<file path="src/rtl/shift_reg_multimode.sv">
// rtl/shift_reg_multimode.sv - multi-mode shift register with burst start/busy/done handshake
// Optional SHREG_PARITY_EN adds a registered XOR-parity of q on the parity port.
module shift_reg_multimode #(
   parameter int WIDTH = 8,
   parameter int CNT_W = 4
) (
   input  logic             clk,
   input  logic             rst_n,
   input  logic             start,
   input  logic [2:0]       sel,
   input  logic [CNT_W-1:0] count,
   input  logic             en,
   input  logic             sin,
   input  logic [WIDTH-1:0] pdata,
   output logic [WIDTH-1:0] q,
   output logic             sout_r,
   output logic             sout_l,
   output logic             busy,
   output logic             done,
   output logic             parity
);

   typedef enum logic [1:0] {S_IDLE, S_SHIFT, S_DONE} state_t;

   localparam logic [2:0] OP_SHR  = 3'b000;
   localparam logic [2:0] OP_SHL  = 3'b001;
   localparam logic [2:0] OP_LOAD = 3'b010;
   localparam logic [2:0] OP_ROR  = 3'b011;
   localparam logic [2:0] OP_ROL  = 3'b100;
   localparam logic [2:0] OP_ASR  = 3'b101;

   state_t           state_q, state_d;
   logic [WIDTH-1:0] q_q, q_d;
   logic [2:0]       op_q, op_d;
   logic [CNT_W-1:0] cnt_q, cnt_d;

   function automatic logic [WIDTH-1:0] step_f(input logic [2:0] op,
                                               input logic [WIDTH-1:0] v,
                                               input logic s);
      logic [WIDTH-1:0] r;
      case (op)
         OP_SHR:  r = {s, v[WIDTH-1:1]};
         OP_SHL:  r = {v[WIDTH-2:0], s};
         OP_ROR:  r = {v[0], v[WIDTH-1:1]};
         OP_ROL:  r = {v[WIDTH-2:0], v[WIDTH-1]};
         OP_ASR:  r = {v[WIDTH-1], v[WIDTH-1:1]};
         default: r = v;
      endcase
      return r;
   endfunction

   always_comb begin
      state_d = state_q;
      q_d     = q_q;
      op_d    = op_q;
      cnt_d   = cnt_q;
      case (state_q)
         S_IDLE: begin
            if (start) begin
               // Load, hold codes and zero-length bursts all complete in one edge
               if (sel == OP_LOAD) begin
                  q_d     = pdata;
                  state_d = S_DONE;
               end else if (sel[2:1] == 2'b11 || count == '0) begin
                  state_d = S_DONE;
               end else begin
                  op_d    = sel;
                  cnt_d   = count;
                  state_d = S_SHIFT;
               end
            end
         end
         S_SHIFT: begin
            if (en) begin
               q_d   = step_f(op_q, q_q, sin);
               cnt_d = cnt_q - CNT_W'(1);
               if (cnt_q == CNT_W'(1)) state_d = S_DONE;
            end
         end
         S_DONE:  state_d = S_IDLE;
         default: state_d = S_IDLE;
      endcase
   end

   always_ff @(posedge clk or negedge rst_n) begin
      if (!rst_n) begin
         state_q <= S_IDLE;
         q_q     <= '0;
         op_q    <= '0;
         cnt_q   <= '0;
      end else begin
         state_q <= state_d;
         q_q     <= q_d;
         op_q    <= op_d;
         cnt_q   <= cnt_d;
      end
   end

   assign q      = q_q;
   assign sout_r = q_q[0];
   assign sout_l = q_q[WIDTH-1];
   assign busy   = (state_q != S_IDLE);
   assign done   = (state_q == S_DONE);

`ifdef SHREG_PARITY_EN
   logic parity_q, parity_d;

   // ^q_d equals ^q_q on edges that leave q unchanged, so updating every edge is equivalent
   always_comb parity_d = ^q_d;

   always_ff @(posedge clk or negedge rst_n) begin
      if (!rst_n) parity_q <= 1'b0;
      else        parity_q <= parity_d;
   end

   assign parity = parity_q;
`else
   assign parity = 1'b0;
`endif

endmodule
</file>
<file path="config.mk">
export PLATFORM = sky130hd
export DESIGN_NAME = shift_reg_multimode
export DESIGN_NICKNAME = d
export VERILOG_FILES = /design/src/rtl/shift_reg_multimode.sv
export SDC_FILE = /design/constraint.sdc
export NUM_CORES = 1
export LEC_CHECK = 0
export BUFFER_PORTS_ARGS = -buffer_cell sky130_fd_sc_hd__buf_2
export CAP_MARGIN = 10
export CORE_UTILIZATION = 50
export CTS_CLUSTER_DIAMETER = 50
export CTS_CLUSTER_SIZE = 14
export DETAILED_ROUTE_END_ITERATION = 8
export PLACE_DENSITY = 0.77
export SYNTH_ARGS = -nofsm -noshare
export SYNTH_HDL_FRONTEND = slang
export SYNTH_SLANG_ARGS = --single-unit
</file>
<file path="constraint.sdc">
create_clock -name clk -period 1.8 [get_ports clk]
set_input_delay 0.36 -clock clk [delete_from_list [all_inputs] [get_ports clk]]
set_output_delay 0.36 -clock clk [all_outputs]
set_load 0.005 [all_outputs]
</file>
==> results.sh <==
export IMPL_ioPinCount=33
export IMPL_finalPower_mw=2.21
export IMPL_routed_top_layer="met3"
export IMPL_status="completed"
export IMPL_fmax_ghz=0.628
export IMPL_place_congestion=0.818
export IMPL_wirelength_mm=2.46
export IMPL_dr_pass1_iters=4
export IMPL_powerDensity_nw_per_um2=1650
export IMPL_diodes=0
export IMPL_holdWs_ns=0.340
export IMPL_n_fill_cell=189
export IMPL_ff2ff_setup_slack_ns=0.21
export IMPL_via_count=1021
export IMPL_hold_path_class="primary input to flip-flop"
export IMPL_synthesis_nets=141
export IMPL_wl_met1_mm=1.15
export IMPL_fin_crit_sh_pct=88.5
export IMPL_cp_required_ns=1.98
export IMPL_cts_made_buffers=3
export IMPL_max_stage_delay_ns=0.45
export IMPL_instances_no_fill=178
export IMPL_portBuffers=31
export IMPL_setup_viol=0
export IMPL_route_antenna_remaining_nets=0
export IMPL_yosysTopAreaCellShare_pct=37.6
export IMPL_p_leak_nw=0.648
export IMPL_postSynthAreaPerCell_um2=9.52
export IMPL_cts_max_level=1
export IMPL_synth_seq_area_share_pct=37.6
export IMPL_wire_per_inst_um=13.8
export IMPL_startpoint_type="flip-flop"
export IMPL_grt_pass1_vias=965
export IMPL_irDropWorstVdd_uv=961
export IMPL_crit_path_end_kind="flip-flop"
export IMPL_report_final_slew_viol_count=0
export IMPL_grt_overflow=0
export IMPL_core_um2=2040
export IMPL_cts_root_buf="clkbuf_4"
export IMPL_vias_per_cell=5.74
export IMPL_nNetsFinal=174
export IMPL_clk_pin_slew_ns=0.11
export IMPL_grt_pass1_wl_mm=4.35
export IMPL_path_max_fanout=8
export IMPL_synth_edf_count=0
export IMPL_endpoint="q[7]$_DFFE_PN0P_"
export IMPL_r2r_start="state_q[1]$_DFFE_PN0P_"
export IMPL_grt_max_degree=18
export IMPL_placed_cells=173
export IMPL_die_area_um2=2460
export IMPL_finClkSkew_ns=0.00229
export IMPL_final_common_cell="buf_2"
export IMPL_reg2reg_to="q[7]$_DFFE_PN0P_"
export IMPL_fin_setup_tns_ns=0
export IMPL_rsz0062_at_grt="no"
export IMPL_cts_tree="done"
export IMPL_ys_ff_latch=17
export IMPL_antenna_found_initial=0
export IMPL_synth_area_top_cells="dfrtp_1 (38%), o221ai_1 (7.0%), mux2i_1 (6.2%)"
export IMPL_critPathKind="flip-flop to flip-flop"
export IMPL_cts_buffer_depth=2
export IMPL_multi_input_area_um2=617
export IMPL_hold_viol=0
export IMPL_clk_latency_ns=0.28
export IMPL_critPathTopFamily="simple AND/OR/NAND/NOR gates"
export IMPL_cts_resized=0
export IMPL_area_growth_pct=18.6
export IMPL_final_util_pct=65.7
export IMPL_fp_dieH_um=49.6
export IMPL_critPathLaunch="state_q[1]$_DFFE_PN0P_"
export IMPL_route_detailed_drc=0
export IMPL_netlist_instances=119
export IMPL_cts_sinks=17
export IMPL_syn_area_um2=1130
export IMPL_synth_largest_area_cell="dfrtp_1"
export IMPL_yosysWarnings=0
export IMPL_post_dp_hpwl_mm=1.89
export IMPL_start_util_pct=55.5
export IMPL_synth_flop_cell="dfrtp_1"
export IMPL_cp_depth=4
export IMPL_seq_area_um2=425
export IMPL_worst_path_buf_inv=0
export IMPL_dr_first_iter_drc_count=22
export IMPL_crit_arrival_ns=1.77
export IMPL_ys_types=43
export IMPL_wl_met3_um=106
export IMPL_crit_chain="and2b_1, o211ai_2, and2_1, o32a_1"
export IMPL_drive_gt1_share_pct=33.8
export IMPL_routed_wl_met2_mm=1.21
export IMPL_row_count=16
export IMPL_most_common_layout_cells="buf_2 (31), dfrtp_1 (17), o221ai_1 (9)"
export IMPL_r2r_cells=4
export IMPL_cap_violations=0
export IMPL_cp_slowest_cell="dfrtp_1"
export IMPL_async_reset_ff_share_pct=100
export IMPL_grt_use_total_pct=22.4
export IMPL_die_x_um=49.6
export IMPL_min_period_ns=1.59
per-layer routing:
layer  vias to the layer above  global-route usage, %
li1                        502                      -
met1                       495                   30.0
met2                        24                   38.5
met3                         0                   3.09
met4                         0                   3.81
met5                         -                      0
state kept, by name (all words and copies together), names as in the netlist:
signal / cells
state_q: 2
q: 8
op_q: 3
cnt_q: 4
cells by family (layout without fill, tap and decap cells):
kind of cell | count (synthesis) | after routing | synth area share [%]
other | 1 | 1 | 0.331
multiplexers | 10 | 10 | 9.17
buffers and inverters | 17 | 49 | 7.96
AO/OA/AOI/OAI | 31 | 31 | 21.9
XOR/XNOR | 1 | 1 | 0.774
flip-flops | 17 | 17 | 37.6
adder cells (fa/ha/maj) | 3 | 3 | 3.09
AND/OR/NAND/NOR | 39 | 39 | 19.2
area by class of cell:
class	count	area share, %
Multi-Input combinational cell	85	45.9
Sequential cell	17	31.7
Timing Repair Buffer	38	15.7
Tap cell	27	2.52
Inverter	7	1.96
Clock buffer	3	1.68
Clock inverter	1	0.559
cell usage after synthesis, types with 2 or more instances:
library cell,number
dfrtp_1,17
o221ai_1,9
inv_1,7
mux2i_1,7
nand2_1,7
nand3_1,7
a21oi_1,5
buf_4,4
nand2b_1,4
nor2_1,4
a22oi_1,3
buf_2,3
mux2_2,3
nor3_1,3
a21o_1,2
and3_1,2
clkbuf_1,2
ha_1,2
nor2_2,2
nor2b_1,2
o2bb2ai_1,2
timing repair:
| item | in CTS | in global routing |
|---|---|---|
| setup buffers | 0 | 0 |
| endpoints found under the hold margin | 17 | 0 |
| setup endpoints to repair | 0 | 0 |
| hold buffers | 1 | 0 |
how the worst min path moves through the flow:
stage / cells after the start / end / slack (ns) / from
after detailed placement: 1 / q[0]$_DFFE_PN0P_ / 0.31 / rst_n
after CTS: 2 / op_q[0]$_DFFE_PN0P_ / 0.33 / sel[0]
final: 2 / op_q[2]$_DFFE_PN0P_ / 0.34 / sel[2]
after global routing: 2 / op_q[0]$_DFFE_PN0P_ / 0.33 / sel[0]
after global placement: 1 / q[2]$_DFFE_PN0P_ / 0.30 / rst_n
after floorplan: 0 / cnt_q[0]$_DFFE_PN0P_ / 0.06 / rst_n
metrics by stage:
step,instance area (µm²),worst slack (ns)
finish,1340,0.207
global route,1340,0.104
CTS,1340,0.217
detailed placement,1300,0.0468
global placement,1300,0.169
floorplan,1130,0.272
report_power, final:
| part | leakage, nW | total [mW] | internal [mW] | switching (mW) |
|---|---|---|---|---|
| combinational | 0.430 | 1.19 | 0.593 | 0.596 |
| sequential | 0.205 | 0.813 | 0.571 | 0.243 |
| clock | 0.0139 | 0.209 | 0.0842 | 0.125 |
(Power assumes the default switching activity.)
